--- src/rtl/pwm_drive_pkg.sv ---
// pwm_drive_pkg: shared state encoding, default constants and helpers for the H-bridge PWM sequencer.
package pwm_drive_pkg;
  typedef enum logic [2:0] {S_IDLE, S_RUN, S_RAMP_DOWN, S_COAST, S_FAULT} state_e;
  localparam int unsigned PERIOD_DEF     = 500;
  localparam int unsigned DUTY_MAX_DEF   = 480;
  localparam int unsigned RAMP_STEP_DEF  = 5;
  localparam int unsigned GAP_FRAMES_DEF = 2;
  function automatic logic [31:0] min32(input logic [31:0] a, input logic [31:0] b);
    return (a < b) ? a : b;
  endfunction
endpackage

--- src/rtl/frame_timer.sv ---
// frame_timer: PWM-period counter; held at 0 while not running, frame_tick_o marks the wrap cycle.
module frame_timer #(
  parameter int unsigned PERIOD = 500
) (
  input  logic clk,
  input  logic rst_n,
  input  logic run_i,
  output logic frame_tick_o
);
  logic [31:0] cnt_q;
  always_ff @(posedge clk or negedge rst_n)
    if (!rst_n) cnt_q <= '0;
    else cnt_q <= (!run_i || cnt_q == PERIOD) ? '0 : cnt_q + 32'd1;
  assign frame_tick_o = run_i && cnt_q == PERIOD;
endmodule

--- src/rtl/pwm_drive_sequencer.sv ---
// pwm_drive_sequencer: slew-limited speed/direction sequencer for one H-bridge channel.
// Duty/direction only change on the edge after a frame boundary so they track the PWM counter wrap.
module pwm_drive_sequencer
  import pwm_drive_pkg::*;
#(
  parameter int unsigned PERIOD     = PERIOD_DEF,
  parameter int unsigned DUTY_MAX   = DUTY_MAX_DEF,
  parameter int unsigned RAMP_STEP  = RAMP_STEP_DEF,
  parameter int unsigned GAP_FRAMES = GAP_FRAMES_DEF
) (
  input  logic        clk,
  input  logic        rst_n,
  input  logic        cmd_valid,
  output logic        cmd_ready,
  input  logic [31:0] cmd_duty,
  input  logic        cmd_dir,
  input  logic        fault,
  input  logic        fault_clr,
  output logic        pwm_enable,
  output logic [31:0] duty_fwd,
  output logic [31:0] duty_rev,
  output logic [31:0] cur_duty,
  output logic        cur_dir,
  output logic        fault_latched,
  output logic        busy
);
  state_e      state_q, state_d;
  logic [31:0] target_q, target_d, cur_q, cur_d, gap_q, gap_d;
  logic [31:0] duty_fwd_q, duty_rev_q, diff, stepped;
  logic        tgt_dir_q, tgt_dir_d, cur_dir_q, cur_dir_d, latched_q, latched_d;
  logic        en_q, busy_q, tick, accept, up;

  frame_timer #(.PERIOD(PERIOD)) u_timer (
    .clk         (clk),
    .rst_n       (rst_n),
    .run_i       (en_q),
    .frame_tick_o(tick)
  );

  assign cmd_ready = (state_q == S_IDLE || state_q == S_RUN) && !fault && !latched_q;
  assign accept    = cmd_valid && cmd_ready;
  assign up        = target_q > cur_q;
  assign diff      = up ? target_q - cur_q : cur_q - target_q;
  assign stepped   = up ? cur_q + min32(diff, RAMP_STEP) : cur_q - min32(diff, RAMP_STEP);

  always_comb begin
    state_d   = state_q;
    target_d  = accept ? min32(cmd_duty, DUTY_MAX) : target_q;
    tgt_dir_d = accept ? cmd_dir : tgt_dir_q;
    cur_d     = cur_q;
    cur_dir_d = cur_dir_q;
    gap_d     = gap_q;
    latched_d = latched_q;
    case (state_q)
      S_IDLE: if (accept && target_d != 0) begin
        state_d   = S_RUN;
        cur_dir_d = cmd_dir;
      end
      S_RUN: if (tick) begin
        if (tgt_dir_q != cur_dir_q) begin
          state_d = (cur_q != 0) ? S_RAMP_DOWN : S_COAST;
          gap_d   = GAP_FRAMES;
        end else if (cur_q == 0 && target_q == 0) state_d = S_IDLE;
        else cur_d = stepped;
      end
      S_RAMP_DOWN: if (tick) begin
        cur_d = cur_q - min32(RAMP_STEP, cur_q);
        if (cur_d == 0) begin
          state_d = S_COAST;
          gap_d   = GAP_FRAMES;
        end
      end
      S_COAST: if (tick) begin
        gap_d = (gap_q == 0) ? '0 : gap_q - 32'd1;
        if (gap_d == 0) begin
          state_d   = S_RUN;
          cur_dir_d = tgt_dir_q;
        end
      end
      S_FAULT: if (fault_clr && !fault) begin
        state_d   = S_IDLE;
        latched_d = 1'b0;
      end
      default: state_d = S_IDLE;
    endcase
    // Fault overrides everything decided above, including a same-cycle accept.
    if (fault) begin
      state_d   = S_FAULT;
      cur_d     = '0;
      target_d  = '0;
      latched_d = 1'b1;
    end
  end

  always_ff @(posedge clk or negedge rst_n)
    if (!rst_n) begin
      state_q    <= S_IDLE;
      target_q   <= '0;
      tgt_dir_q  <= 1'b0;
      cur_q      <= '0;
      cur_dir_q  <= 1'b0;
      gap_q      <= '0;
      latched_q  <= 1'b0;
      en_q       <= 1'b0;
      busy_q     <= 1'b0;
      duty_fwd_q <= '0;
      duty_rev_q <= '0;
    end else begin
      state_q    <= state_d;
      target_q   <= target_d;
      tgt_dir_q  <= tgt_dir_d;
      cur_q      <= cur_d;
      cur_dir_q  <= cur_dir_d;
      gap_q      <= gap_d;
      latched_q  <= latched_d;
      en_q       <= state_d inside {S_RUN, S_RAMP_DOWN, S_COAST};
      busy_q     <= state_d inside {S_RAMP_DOWN, S_COAST};
      duty_fwd_q <= cur_dir_d ? '0 : cur_d;
      duty_rev_q <= cur_dir_d ? cur_d : '0;
    end

  assign pwm_enable    = en_q;
  assign duty_fwd      = duty_fwd_q;
  assign duty_rev      = duty_rev_q;
  assign cur_duty      = cur_q;
  assign cur_dir       = cur_dir_q;
  assign fault_latched = latched_q;
  assign busy          = busy_q;
endmodule

--- config.mk ---
export PLATFORM = sky130hd
export DESIGN_NAME = pwm_drive_sequencer
export DESIGN_NICKNAME = d
export VERILOG_FILES = /design/src/rtl/pwm_drive_pkg.sv /design/src/rtl/frame_timer.sv /design/src/rtl/pwm_drive_sequencer.sv
export SDC_FILE = /design/constraint.sdc
export NUM_CORES = 1
export LEC_CHECK = 0
export CAP_MARGIN = 20
export CELL_PAD_IN_SITES_DETAIL_PLACEMENT = 1
export CELL_PAD_IN_SITES_GLOBAL_PLACEMENT = 1
export CORE_MARGIN = 4
export CORE_UTILIZATION = 25
export CTS_CLUSTER_SIZE = 28
export DETAILED_ROUTE_END_ITERATION = 8
export PLACE_DENSITY = 0.52
export SYNTH_ARGS = -nofsm -noshare
export SYNTH_HDL_FRONTEND = slang
export SYNTH_SLANG_ARGS = --single-unit
--- constraint.sdc ---
create_clock -name clk -period 7.8 [get_ports clk]
set_input_delay 0.78 -clock clk [delete_from_list [all_inputs] [get_ports clk]]
set_output_delay 0.78 -clock clk [all_outputs]
set_load 0.03 [all_outputs]
---- Yosys cells after proc, flatten, opt, wreduce, memory -nomap -nowiden ----
Cells that the tools add are included.
word-level totals
  register bits after elaboration ......... 200
  bits of input ports ..................... 38
cells by class
  add/sub/neg operators ................... 7
  $lt $le $gt $ge ......................... 4
  equality and inequality tests ........... 14
  multiplexer cells ....................... 42
  reduce and logical (&&, ||, !) cells .... 27
operators by type and width
  operator               count
  $mux 32                21
  $logic_not 32->1       5
  $sub 32x32->32         4
  $pmux 32 s3            1
  $pmux 32 s2            1
  $reduce_bool 32->1     2
  $add 32x1->32 const B  1
  $add 32x32->32         1
  $eq 32x9->1 const B    1
  $gt 32x32->1           1
  $lt 3x32->1 const A    1
  $lt 32x3->1 const B    1
  $lt 32x9->1 const B    1
  $sub 32x1->32 const B  1
  $mux 3                 10
  $pmux 3 s5             1
  $eq 3x2->1 const B     4
  $ne 2x2->1 const B     4
  $logic_and 1x1->1      7
  $mux 1                 7
  $eq 3x1->1 const B     2
  $reduce_and 6->1       1
  $reduce_bool 2->1      3
  $reduce_bool 3->1      2
  8 further kinds        11

---- Longest topological paths before layout ----
Gate-level depths: netlist of run 1.
  depth in word-level cells ............... 13
  gate-level depth with buffers ........... 36

---- Hierarchy ----
Synthesis of run 1 repeated with hierarchy kept, for this count alone.
unflattened totals
  cell total of the unflattened synthesis .. 1,942
  area total of the unflattened synthesis .. 15,645.0 um2
by module, submodules not included
  module               times used  cells an instance  area an instance (um2)  seq. area each (um2)
  pwm_drive_sequencer  1           1,754              13,875.8                4,204.0
  frame_timer          1           188                1,769.2                 800.8

---- Worst setup path before layout of run 1 ----
OpenSTA, ideal clock, no wires.
  kind .................................... register to register
  start ................................... register cur_q[1], in the netlist cur_duty[1]
  end ..................................... register cur_q[30], in the netlist cur_duty[30]
  setup time .............................. 0.127 ns
  data arrival time ....................... 8.316 ns
  data required time ...................... 7.673 ns
  setup slack ............................. -0.643 ns
  cell stages (with the launch flop) ...... 33
  cell sequence ........................... dfrtp_1 > inv_1 > fa_1 > a21o_1 > a21oi_1 > o31a_1 > o211ai_2 > o21ai_4 > mux2i_1 > xor2_1 > nand4_1 > or4_1 > or4b_1 > buf_2 > nor3_1 > a21bo_2 > ha_1 > nand2_1 > o21ai_0 > fa_1 > nor2b_1 > o21a_1 > o21ai_0 > a211oi_1 > o21ai_0 > and3b_1 > o21ai_0 > a21oi_1 > a2111oi_0 > nor4_1 > o21bai_1 > mux2_2 > or2_2
on the way
  word-level cells in the longest chain between the ends .. 11
  elaborated cells between the ends (all ways) .. 20
  classes of those cells .................. add/sub: 5; order compare: 3; mux: 10; reduce/logical: 2
ends and longest elaborated chain
  what                                              RTL line                                              RTL
  start: declaration                                pwm_drive_sequencer.sv:28                             logic [31:0] target_q, target_d, cur_q, cur_d, gap_q, gap_d;
  start signal: assignment                          pwm_drive_sequencer.sv:112                            cur_q <= cur_d;
  $sub 32x32->32 or $gt 32x32->1 (tied branches)    pwm_drive_sequencer.sv:43, pwm_drive_sequencer.sv:42
  $mux 32                                           pwm_drive_sequencer.sv:43                             assign diff = up ? target_q - cur_q : cur_q - target_q;
  $lt 32x3->1                                       pwm_drive_pkg.sv:9                                    return (a < b) ? a : b;
  $mux 32                                           pwm_drive_pkg.sv:9
  $sub 32x32->32 or $add 32x32->32 (tied branches)  pwm_drive_sequencer.sv:44                             assign stepped = up ? cur_q + min32(diff, RAMP_STEP) : cur_q - min32(diff, RAMP_STEP);
  $mux 32                                           pwm_drive_sequencer.sv:44
  $mux 32                                           pwm_drive_sequencer.sv:63                             end else if (cur_q == 0 && target_q == 0) state_d = S_IDLE;
  $mux 32                                           pwm_drive_sequencer.sv:60                             if (tgt_dir_q != cur_dir_q) begin
  $mux 32                                           pwm_drive_sequencer.sv:59                             S_RUN: if (tick) begin
  $pmux 32 s2 *                                     pwm_drive_sequencer.sv:54                             case (state_q)
  $mux 32 *                                         pwm_drive_sequencer.sv:87                             if (fault) begin
  named net cur_d[30]                               pwm_drive_sequencer.sv:28
Mark *: on every way through the listed nets, which the timed path passes. The rest lies on a longest branch.
A chain may end at the register's enable or synchronous reset.

---- Worst setup path after layout of run 1 ----
  start ................................... register cur_q[26], in the netlist cur_duty[26]
  end ..................................... register cur_q[31], in the netlist cur_duty[31]
The elaborated chain is that of the path after synthesis.

==> out/metrics.yaml, run 1 <==
synthCells: 1861
routed_wl_um: 68100
cpMaxStageDelayCell: "or4b_4"
p_clk_share_pct: 37.9
critical-path-max-stage-delay_ns: 0.58
yosysWarnings: 0
clk_pin_slew_ns: 0.08
swShare_pct: 30.1
layout.nets: 2443
setup_violations: 0
rows: 90
p_seq_share_pct: 43.0
cts_max_level: 4
routabilityCongestion: 0.897
yosysTopAreaCell: "dfrtp_1"
yosysTopAreaCellShare_pct: 32.9
hold_violations: 0
startpoint_type: "flop"
critical_path_class: "reg -> reg"
maxSlewHeadroom_pct: 31.1
max_freq_mhz: 131
crit_required_ns: 8.17
cts_made_buffers: 17
postCtsHoldBufs: 0
portBuffers: 138
max_cap_viol_count: 0
syn_to_final_growth_pct: 39.5
layout_common_cells: "buf_4, nor2_1, dfrtp_1"
post-route-min-period_ns: 7.66
drc: 0
ff2ff_path_depth: 33
routed_via_density: 5.19
p_total_mw: 2.43
grt_max_degree: 106
fill_cells: 7156
vias: 16079
syn-cell-area_um2: 15200
cts_sinks: 200
skew_ns: 0.0155
leakagePower_nw: 9.65
coreArea_um2: 60400
clock_latency_ns: 0.49
switchingPower_mw: 0.731
r2r_start: "cur_duty[26]"
track_usage_pct: 20.7
synth_flop_cell: "dfrtp_1"
timing.hold.ws_ns: 0.331
slew_violations: 0
first_global_vias: 17006
vdd_drop_max_v: 0.000173
clock_path_buffers: 2
clk_root_buffer_cell: "clkbuf_16"
power_density_nw_per_um2: 115
ys_seq_elements: 200
startpoint: "cur_duty[26]"
die_h_um: 255
ios: 139
cts_tree: "done"
syn_nets: 2001
ant_nets: 0
synthArstFlopShare_pct: 100
synth_cell_type_count: 85
overflow: 0
worstReg2RegEnd: "cur_duty[31]"
worstSetupEndpointType: "flop"
dieArea_um2: 64900
ys_seq_area_share_pct: 32.9
layout_commonest_cell: "buf_4"
start_util_pct: 25.2
dpl.hpwl_um: 53500
min-delay-path-class: "in -> async"
multi_input_area_um2: 10000
synth-edff-count: 0
drtIter0Drc: 905
antenna_found_initial: 0
grt_pass1_wl_um: 104000
drive_above_1_share_pct: 25.0
worstMarginPinSlew_ns: 1.03
synth_area_leaders: "dfrtp_1, ha_1, nor2_1, a21oi_1, o21ai_0"
combPwrFrac_pct: 19.1
r2r_slack_ns: 0.14
outcome: "complete, no violations"
avgSynthCellArea_um2: 8.18
diodes: 0
drtPass1Iterations: 5
crit_fanout: 15
dieWidth_um: 255
seq_area_um2: 5030
fin_crit_sh_pct: 98.2
rsz0062_at_grt: "true"
worstPathArrival_ns: 8.03
power.internal_mw: 1.70
routedWlPerCell_um: 22.0
area by class of cell:
| cell class | count | share of cell area [%] |
|---|---|---|
| well taps | 782 | 4.60 |
| clock inverters | 13 | 0.671 |
| flip-flops and latches | 200 | 23.7 |
| multi-input cells | 1466 | 47.2 |
| repair buffers | 511 | 19.9 |
| inverters | 107 | 1.90 |
| clock buffers | 19 | 2.08 |
worst max-delay path by stage:
stage | end | slack, ns
finish | cur_duty[31] | 0.14
floorplan | cur_duty[31] | 0.005
global placement | duty_rev[31] | -0.46
detailed placement | duty_rev[31] | -0.68
CTS | duty_rev[31] | 0.005
global route | duty_rev[28] | -0.16
per-layer routing:
| layer | share of wire, % | track usage, % |
|---|---|---|
| met1 | 46 | 27.7 |
| met2 | 48 | 35.1 |
| met3 | 4.0 | 3.47 |
| met4 | 2.2 | 5.19 |
| met5 | 0 | 0 |
power by group through the flow:
stage	combinational, mW	clock [mW]	sequential (mW)
after global placement	0.411	0	1.07
after global routing	0.502	1.01	1.05
final	0.464	0.923	1.05
after CTS	0.439	0.965	1.05
after detailed placement	0.418	0	1.07
after floorplan	0.226	0	1.07
registers in the layout, summed over array words and instances, names as in the netlist:
name / cells
state_q: 3
pwm_enable: 1
cur_dir: 1
duty_fwd: 32
fault_latched: 1
gap_q: 32
cur_duty: 32
tgt_dir_q: 1
target_q: 32
duty_rev: 32
u_timer.cnt_q: 32
busy: 1
kinds of logic after synthesis:
| family | count (synthesis) | synth area share [%] |
|---|---|---|
| AOI/OAI and AO/OA | 526 | 22.8 |
| xor gates and xnor gates | 89 | 5.17 |
| adders and majority gates | 102 | 8.53 |
| buffers and inverters | 195 | 5.13 |
| DFF | 200 | 32.9 |
| muxes | 27 | 1.81 |
| and+or+nand+nor | 722 | 23.7 |
Yosys cell counts, drive strengths merged (4+ instances only):
library cell and instances:
a31o 18, a21oi 135, a22oi 13, a211o 8
a31oi 33, o21ai 115, or4 11, ha 99
xnor2 41, inv 107, o221ai 7, a2111oi 5
nand2 128, xor2 48, a21o 40, nor2 214
clkbuf 60, nand3b 6, nor3b 4, or2 25
a221o 4, o21bai 10, o21a 23, and2 28
nand4 37, o31ai 18, nor2b 28, and4 5
nor3 84, mux2 4, dfrtp 200, o211ai 20
nand2b 22, and3 15, a211oi 21, nor4 43
o22ai 4, a221oi 12, or3 20, nand3 42
buf 28, mux2i 23
worst max-delay path, delay by kind of cell (launching register included):
kind | cells | cell delay (ns)
AO/OA/AOI/OAI | 7 | 1.32
buffers and inverters | 6 | 0.95
AND/OR/NAND/NOR | 14 | 3.38
XOR/XNOR | 1 | 0.14
multiplexers | 3 | 0.76
adder cells (fa/ha/maj) | 2 | 0.59
flip-flops | 1 | 0.39
what timing repair did:
item / CTS / global route
pin swaps: 19 / 27
buffers inserted: 6 / 10
endpoints found under the setup margin: 40 / 32
gates resized for setup: 58 / 68
metrics by stage:
| step | TNS (ns) | utilization (%) | worst slack [ns] | instances | instance area (µm²) |
|---|---|---|---|---|---|
| floorplan | 0 | - | 0.00476 | 1861 | 15300 |
| global route | -1.43 | 35.2 | -0.160 | 3098 | 21200 |
| global placement | -4.35 | 33.2 | -0.464 | 3049 | 20000 |
| finish | 0 | 35.2 | 0.142 | 3098 | 21200 |
| detailed placement | -9.30 | 33.2 | -0.677 | 3049 | 20000 |
| CTS | 0 | 34.6 | 0.00541 | 3087 | 20900 |
Note: power is estimated with default switching activity, not from simulation.
==> inputs of run 2 (changes only) <==
--- a/config.mk
+++ b/config.mk
@@ -9,10 +9,10 @@
 export CELL_PAD_IN_SITES_DETAIL_PLACEMENT = 1
 export CELL_PAD_IN_SITES_GLOBAL_PLACEMENT = 1
 export CORE_MARGIN = 4
-export CORE_UTILIZATION = 25
+export CORE_UTILIZATION = 40
 export CTS_CLUSTER_SIZE = 28
 export DETAILED_ROUTE_END_ITERATION = 8
-export PLACE_DENSITY = 0.52
+export PLACE_DENSITY = 0.77
 export SYNTH_ARGS = -nofsm -noshare
 export SYNTH_HDL_FRONTEND = slang
 export SYNTH_SLANG_ARGS = --single-unit
==> run 2 against run 1 <==
Against the previous run:
- the run now ends with negative setup slack left
- sequential cell count unchanged
- first-iteration DRC count up 24%
- sequential power about the same
- final area down 1.6%
- routed wire length down 2.6%
- register-to-register slack worse by 0.22 ns
- critical path type unchanged
==> out/metrics.yaml, run 2 (same netlist as run 1, synthesis figures left out) <==
swShare_pct: 31.2  # +1.2 points
start_util_pct: 40.5  # +15 points
worstPathArrival_ns: 8.26  # +0.23 ns
routed_wl_um: 66400  # -2.6%
coreArea_um2: 37600  # -38%
grt_pass1_wl_um: 102000  # -1.9%
skew_ns: 0.0132  # -0.00225 ns
fin_ws_ns: -0.0825  # -0.225 ns
worst_path_most_repeated_cell: "buf_4"
min-delay-path-class: "in -> async"
combPwrFrac_pct: 19.3  # +0.2 points
crit_buf_inv: 6  # unchanged
portBuffers: 138  # unchanged
ant_nets: 0  # unchanged
post-route-min-period_ns: 7.88  # +0.225 ns
routedWlPerCell_um: 23.6  # +7.3%
cp_top_family: "compound AO/OA/AOI/OAI gates"
power_density_nw_per_um2: 117  # +2.5%
track_usage_pct: 31.4  # +11 points
clock_latency_ns: 0.49  # about the same
crit_fanout: 15  # unchanged
routed_via_density: 5.95  # +15%
layout_commonest_cell: "buf_4"
outcome: "complete, but fails checks"
first_global_vias: 17490  # +2.8%
hold_violations: 0  # unchanged
slew_violations: 0  # unchanged
fin_crit_sh_pct: 101  # +2.9 points
setup_violations: 3  # +3
final_util_pct: 55.6  # +20 points
cts_sinks: 200  # unchanged
layout_common_cells: "buf_4, nor2_1, dfrtp_1"
drc: 0  # unchanged
startpoint_type: "flop"
dieArea_um2: 41300  # -36%
die_h_um: 203  # -20%
p_total_mw: 2.45  # +0.80%
p_clk_share_pct: 38.1  # +0.2 points
antenna_found_initial: 1  # +1
dieWidth_um: 203  # -20%
timing.hold.ws_ns: 0.279  # -0.0527 ns
grt_max_degree: 82  # -23%
power.internal_mw: 1.69  # -0.86%
clk_root_buffer_cell: "clkbuf_16"
diodes: 0  # unchanged
worstSetupEndpointType: "flop"
drive_above_1_share_pct: 24.7  # -0.27 points
drtPass1Iterations: 5  # unchanged
max_cap_viol_count: 0  # unchanged
clock_path_buffers: 2  # unchanged
syn_to_final_growth_pct: 37.3
place_ws_ns: -0.635  # +0.0418 ns
maxSlewHeadroom_pct: 22.5  # -8.6 points
worstMarginPinSlew_ns: 1.16  # +0.137 ns
critical-path-max-stage-delay_ns: 0.59  # about the same
ios: 139  # unchanged
vias: 16732  # +4.1%
overflow: 0  # unchanged
vdd_drop_max_v: 0.000152  # -12%
cpMaxStageDelayCell: "or4b_4"
rsz0062_at_grt: "true"
cts_made_buffers: 17  # unchanged
multi_input_area_um2: 10100  # +0.76%
clk_pin_slew_ns: 0.09  # about the same
fill_cells: 4489  # -37%
drtIter0Drc: 1126  # +24%
critical_path_class: "reg -> reg"
switchingPower_mw: 0.766  # +4.7%
dpl.hpwl_um: 49900  # -6.7%
max_freq_mhz: 127  # -2.8%
rows: 71  # -21%
crit_required_ns: 8.18  # about the same
leakagePower_nw: 9.63  # -0.20%
cts_max_level: 4  # unchanged
cts_tree: "done"
routabilityCongestion: 0.960  # +7.1%
seq_area_um2: 5030  # unchanged
layout.nets: 2428  # -0.61%
violations: "negative setup slack"
p_seq_share_pct: 42.6  # -0.4 points
[run 2: final cells by class]
type	count	share of cell area, %
Multi-Input combinational cell	1466	48.3
Clock buffer	17	2.03
Tap cell	511	3.06
Sequential cell	200	24.1
Timing Repair Buffer	496	19.8
Inverter	107	1.95
Clock inverter	15	0.838
[run 2: what timing repair did]
item	in CTS	in global routing
setup buffers	15	21
endpoints found under the setup margin	36	34
pin swaps	34	56
resized for setup	60	68
gates cloned	0	0
hold buffers	0	0
[run 2: per-layer routing]
metal / global-route usage, % / vias up / wire, µm
met3: 5.82 / 169 / 3750
met2: 51.2 / 577 / 31000
met1: 40.5 / 8385 / 28200
met5: 0 / - / 12
met4: 14.5 / 2 / 3410
li1: - / 7599 / -
[run 2: per-stage QoR]
step,area [µm²],TNS (ns),cells
6_report,20900,-0.236,2812
3_3_place_gp,19400,-2.86,2743
4_1_cts,20400,0,2790
5_1_grt,20900,-4.46,2812
3_5_place_dp,19400,-8.10,2744
2_1_floorplan,15300,0,1861
[run 2: worst paths after layout]
check | from | endpoint | slack, ns | cells past startpoint
worst min register to register | u_timer.cnt_q[0] | u_timer.cnt_q[0] | 0.49 | 1
worst max register to register | cur_duty[3] | duty_rev[31] | -0.08 | 33
worst max-delay path | cur_duty[3] | duty_rev[31] | -0.08 | 33
max in group asynchronous | rst_n | cur_duty[23] | 6.26 | 2
worst min-delay path | rst_n | gap_q[14] | 0.28 | 1
min in group clk | u_timer.cnt_q[0] | u_timer.cnt_q[0] | 0.49 | 1
[run 2: power by group through the flow]
stage               Clock, mW  Sequential (mW)  Combinational (mW)
floorplan                   0             1.07               0.226
global placement            0             1.07               0.400
detailed placement          0             1.07               0.408
CTS                     0.960             1.05               0.429
global route            0.998             1.05               0.507
finish                  0.934             1.05               0.472
[run 2: worst register-to-register path, delay by kind of cell (launching register included)]
family	cells	cell delay, ns
AO/OA/AOI/OAI	14	2.79
AND/OR/NAND/NOR	9	2.38
buffers and inverters	6	1.01
adder cells (fa/ha/maj)	2	0.58
multiplexers	2	0.56
flip-flops	1	0.42
==> variant 1: new RTL, flow settings as in run 2 <==
One comparison of `cnt_q` changes from == to >=.
--- a/src/rtl/frame_timer.sv
+++ b/src/rtl/frame_timer.sv
@@ -11,6 +11,6 @@
   always_ff @(posedge clk or negedge rst_n)
     if (!rst_n) cnt_q <= '0;
     else cnt_q <= (!run_i || cnt_q == PERIOD) ? '0 : cnt_q + 32'd1;
-  assign frame_tick_o = run_i && cnt_q == PERIOD;
+  assign frame_tick_o = run_i && cnt_q >= PERIOD;
 endmodule
 
Formal check against the unedited RTL: same outputs for any inputs over 10 cycles, from zero or initial values and one cycle with rst_n low; that may be too few to reach the edited logic, so the function may still have changed.
==> variant 1 against run 2 <==
  * Clock power grew 2.5%
  * Clock skew grew 6.5 ps
  * Count of clock-buffer cells in the layout grew 1
  * Critical endpoint is now duty_rev[20]
  * Sequential share of layout area grew 3.0 points
  * Synthesized cell count shrank 0.11%
  * Final area shrank 11%
  * Largest cell class unchanged
  * Worst setup slack gained 310 ps
  * Area after synthesis shrank 0.11%
  * Routed wire length shrank 11%
  * Sequential cell count is the same
  * Power shrank 1.8%
==> variant 1: results (changes against run 2) <==
status finished clean; Antenna Diode Count 0 (unchanged); r2r startpoint cur_duty[15]; Finished Cell Area 18,500 um2 (-11%); global-route usage over all layers 28.2% (-3.2 points); Pint 1.69 mW (+0.15%); R2R Setup Slk 230 ps (+310 ps); global-route wire length before repair 91,900 um (-9.7%); post-synth cell types 87 (+2.4%); post-synth net total 1,999 (-0.10%); Top FF cell, synth dfrtp_1; DR WL/cell 22.9 um (-3.0%); Seq pwr share 43.4% (+0.8 points); GR Util met1 36.3% (-4.3 points); met2 wire len 28,400 um (-8.5%); Routability Congestion 0.992 (+3.3%); post_cts resized 4 (-93%); Seq/Total Area, Yosys 32.9% (+0.035 points); Async SR Flop Fraction 100% (unchanged); post-DP HPWL 45,600 um (-8.6%); detailed router's first-iteration violation count 940 (-17%); Max FO, Critical Path 14 (-1); slowest stage cell, crit path or4b_4; placed cell count 2,533 (-7.7%); clk_skew 19.8 ps (+6.54 ps); r2r endpoint duty_rev[20]; initial antenna violation count 1 (unchanged); final WL 58,800 um (-11%); Layout Nets 2,186 (-10%); Worst-Skew Late Latency 480 ps; measured slew at the worst slew-check pin 1170 ps (+5.72 ps); pin count of the biggest net entering global routing 79 (-3.7%); uppermost routed layer met4; worst slack, placed -102 ps (+533 ps); leakage power 8.47 nW (-12%); total number of vias 15,300 (-8.8%); combinational cell power 405 uW (-14%); DR WL met3 3070 um (-18%); Crit path arrival time 7920 ps (-340 ps); syn_area_per_cell 8.18 um2 (about the same); Area contributors post-synth dfrtp_1 33%, ha_1 8.1%, nor2_1 5.0%; GR Util met3 4.65% (-1.2 points); Reg2Reg Depth 30 (-9.1%); Post-synth top cells 202 x nor2_1, 200 x dfrtp_1, 166 x nand2_1; delay-heaviest family, CP simple AND/OR/NAND/NOR gates; Seq group 1.05 mW (about the same); met2 GRT Util 47.8% (-3.4 points); CTS Root Cell clkbuf_16; vias in the first global route 15,800 (-9.5%); count of input and output buffers 138 (unchanged); DRT met1 WL 25,300 um (-10%); Filler cells 4,515 (+0.58%); CTS max path bufs 2 (unchanged); share of cells above drive strength 1 11.6% (-13 points); Final min period 7570 ps (-311 ps); VDD IR max 0.151 mV (-0.75%); H-tree level count 4 (unchanged); Yosys Warn Count 0 (unchanged); placed inst area 17,700 um2 (-8.9%); Post-CTS Setup Bufs 0 (-15)
==> variant 1: logic make-up after synthesis <==
family / synth area share (%)
and+or+nand+nor: 23.1
AOI/OAI and AO/OA: 21.6
buffers and inverters: 5.82
DFF: 32.9
adders and majority gates: 8.54
xor gates and xnor gates: 5.41
muxes: 2.64
==> variant 1: worst min-delay path by stage <==
stage,startpoint,end,slack (ps)
floorplan,u_timer.cnt_q[0],u_timer.cnt_q[0],450
global placement,u_timer.cnt_q[0],u_timer.cnt_q[0],470
detailed placement,u_timer.cnt_q[0],u_timer.cnt_q[0],490
CTS,rst_n,gap_q[27],320
global route,rst_n,gap_q[15],350
finish,rst_n,gap_q[15],290
==> variant 1: area by class of cell <==
type / instances / share of cell area, %
Tap cell: 511 / 3.46
Inverter: 126 / 2.56
Timing Repair Buffer: 255 / 12.4
Clock inverter: 14 / 0.981
Multi-Input combinational cell: 1446 / 51.2
Clock buffer: 18 / 2.37
Sequential cell: 200 / 27.0
==> variant 2: new RTL, config.mk and constraints of run 2 <==
Made on the original files. The package constant `PERIOD_DEF` goes from 500 to 256.
--- a/src/rtl/pwm_drive_pkg.sv
+++ b/src/rtl/pwm_drive_pkg.sv
@@ -1,7 +1,7 @@
 // pwm_drive_pkg: shared state encoding, default constants and helpers for the H-bridge PWM sequencer.
 package pwm_drive_pkg;
   typedef enum logic [2:0] {S_IDLE, S_RUN, S_RAMP_DOWN, S_COAST, S_FAULT} state_e;
-  localparam int unsigned PERIOD_DEF     = 500;
+  localparam int unsigned PERIOD_DEF     = 256;
   localparam int unsigned DUTY_MAX_DEF   = 480;
   localparam int unsigned RAMP_STEP_DEF  = 5;
   localparam int unsigned GAP_FRAMES_DEF = 2;
Check against the original RTL: no difference found for any inputs over 4 cycles, from zero or initial values and one cycle with rst_n low; that may be too few to reach the edited logic, so the function may still have changed.
==> variant 2 against run 2 <==
  * Area after synthesis rose by 2.2%
  * Sequential power about the same
  * Synthesized cell count grew 4.3%
  * Power increased by 1.5%
  * The flow still finishes with violations (setup timing)
  * Utilization shrank 1.8 points
  * Worst setup slack gained 58 ps
  * Final area is 0.65% lower
  * Sequential cell count stayed put
  * Non-clock buffer count fell by 43
  * Routed wire length increased by 7.1%
  * Critical path type unchanged
==> variant 2: results (changes against run 2) <==
Reg2Reg Depth 40 (+21%); initial antenna violation count 0 (-1); Layout Nets 2,455 (+1.1%); number of max-cap violations 0 (unchanged); Routability Congestion 0.977 (+1.7%); slowest stage cell, crit path or4_4; met2 GRT Util 53.8% (+2.6 points); measured slew at the worst slew-check pin 1230 ps (+70.5 ps); final setup vio count 3 (unchanged); pin count of the biggest net entering global routing 80 (-2.4%); CTS Root Cell clkbuf_16; post-synth net total 2,081 (+4.0%); VDD IR max 0.171 mV (+12%); post-synth cell types 94 (+11%); vias in the first global route 18,000 (+2.7%); Vias/cell 6.20 (+4.1%); detailed router's first-iteration violation count 1,458 (+29%); clk_skew 12.8 ps (-0.419 ps); Seq/Total Area, Yosys 32.1% (-0.72 points); share of cells above drive strength 1 21.0% (-3.7 points); Slew Limit Fails 0 (unchanged); clock-pin slew on the worst setup and hold paths 80 ps; Worst-Skew Late Latency 480 ps; GR Util met1 41.5% (+0.97 points); Yosys Warn Count 0 (unchanged); CTS max path bufs 2 (unchanged); Async SR Flop Fraction 100% (unchanged); setup ws final -24.6 ps (+58.0 ps); Antenna Diode Count 0 (unchanged); GR Util met3 7.17% (+1.4 points); CP max stage delay 560 ps (-30 ps); Pint 1.74 mW (+3.0%); DRT Pass-1 Iters 6 (+1); Filler cells 4,737 (+5.5%); Crit path arrival time 8140 ps (-120 ps); count of input and output buffers 138 (unchanged); H-tree level count 4 (unchanged); Post-synth top cells 220 x nor2_1, 200 x dfrtp_1, 164 x nand2_1; post-DP HPWL 53,400 um (+7.2%); global-route wire length before repair 106,000 um (+4.0%); status finished with violations; global-route usage over all layers 32.4% (+1.0 points); Max FO, Critical Path 7 (-8); failing checks setup timing; type of the most critical hold path in2async; Area contributors post-synth dfrtp_1 32%, ha_1 8.0%, nor2_1 5.3%; leakage power 9.64 nW (+0.10%); final WL 71,100 um (+7.1%); total CTS buffers 17 (unchanged)
## variant 2: cell types whose count changed in the layout (fill, tap and decap cells not counted), sizes merged, moves of 14 or more
cell | before | now
a31o | 18 | 4
and2 | 28 | 14
buf | 359 | 316
nand2 | 128 | 167
nand3 | 42 | 65
nor2b | 28 | 11
o21ai | 115 | 136
xnor2 | 41 | 55
xor2 | 48 | 34
## variant 2: worst paths after layout
check                           slack, ps             start          endpoint
min in group clk                      530  u_timer.cnt_q[0]  u_timer.cnt_q[0]
worst max-delay path                  -20       cur_duty[0]       duty_rev[5]
max in group asynchronous            6030             rst_n          gap_q[3]
worst max register to register        -20       cur_duty[0]       duty_rev[5]
worst min-delay path                  320             rst_n       duty_fwd[7]
worst min register to register        530  u_timer.cnt_q[0]  u_timer.cnt_q[0]
## variant 2: layer usage
layer | routed length (um) | up-vias
met3 | 5550 | 238
li1 | - | 7792
met1 | 28900 | 8796
met5 | 0 | -
met2 | 33200 | 806
met4 | 3390 | 0
## variant 2: worst max-delay path: cells and delay by family (launching register included)
kind	cells	cell delay, ps
compound gates	9	1560
xor+xnor	2	380
fa+ha+maj	3	860
buf+inv	13	1700
flops	1	440
simple gates	13	2680
## variant 2: repair_timing
item,CTS,global route
gates resized for setup,25,87
gates cloned,0,0
endpoints found under the hold margin,0,0
setup endpoints to repair,42,75
buffers inserted,14,22
pin swaps,12,41
## variant 2: power groups by stage
stage	combinational, mW	clock [mW]	sequential [mW]
final	0.451	0.993	1.05
after global routing	0.481	1.05	1.05
after CTS	0.415	0.997	1.05
after detailed placement	0.405	0	1.07
after global placement	0.394	0	1.07
after floorplan	0.227	0	1.07
## variant 2: logic make-up (layout without fill, tap and decap cells)
group                    count (synthesis)  after routing  synth area share [%]
buffers and inverters                  212            599                  5.53
multiplexers                            13             13                 0.884
XOR/XNOR                                89             89                  5.01
flip-flops                             200            200                  32.1
AND/OR/NAND/NOR                        793            793                  25.4
adder cells (fa/ha/maj)                102            102                  8.34
AO/OA/AOI/OAI                          532            532                  22.7
## variant 2: area by class of cell
type / instances / share of cell area [%]
clock buffer: 17 / 2.05
sequential: 200 / 24.1
tap: 518 / 3.12
inverter: 114 / 2.06
timing repair buffer: 453 / 18.3
clock inverter: 15 / 1.02
multi-input combinational: 1529 / 49.3
## variant 2: through the flow
| stage | instances | setup TNS (ps) | cell area (um2) | setup slack (ps) | total power, mW |
|---|---|---|---|---|---|
| finish | 2846 | -52.2 | 20800 | -24.6 | 2.49 |
| global route | 2846 | -3060 | 20800 | -205 | 2.58 |
| CTS | 2823 | 0 | 20100 | 1.96 | 2.46 |
| detailed placement | 2777 | -2100 | 19300 | -298 | 1.47 |
| global placement | 2776 | -46.1 | 19300 | -27.9 | 1.46 |
| floorplan | 1941 | 0 | 15600 | 11.2 | 1.30 |
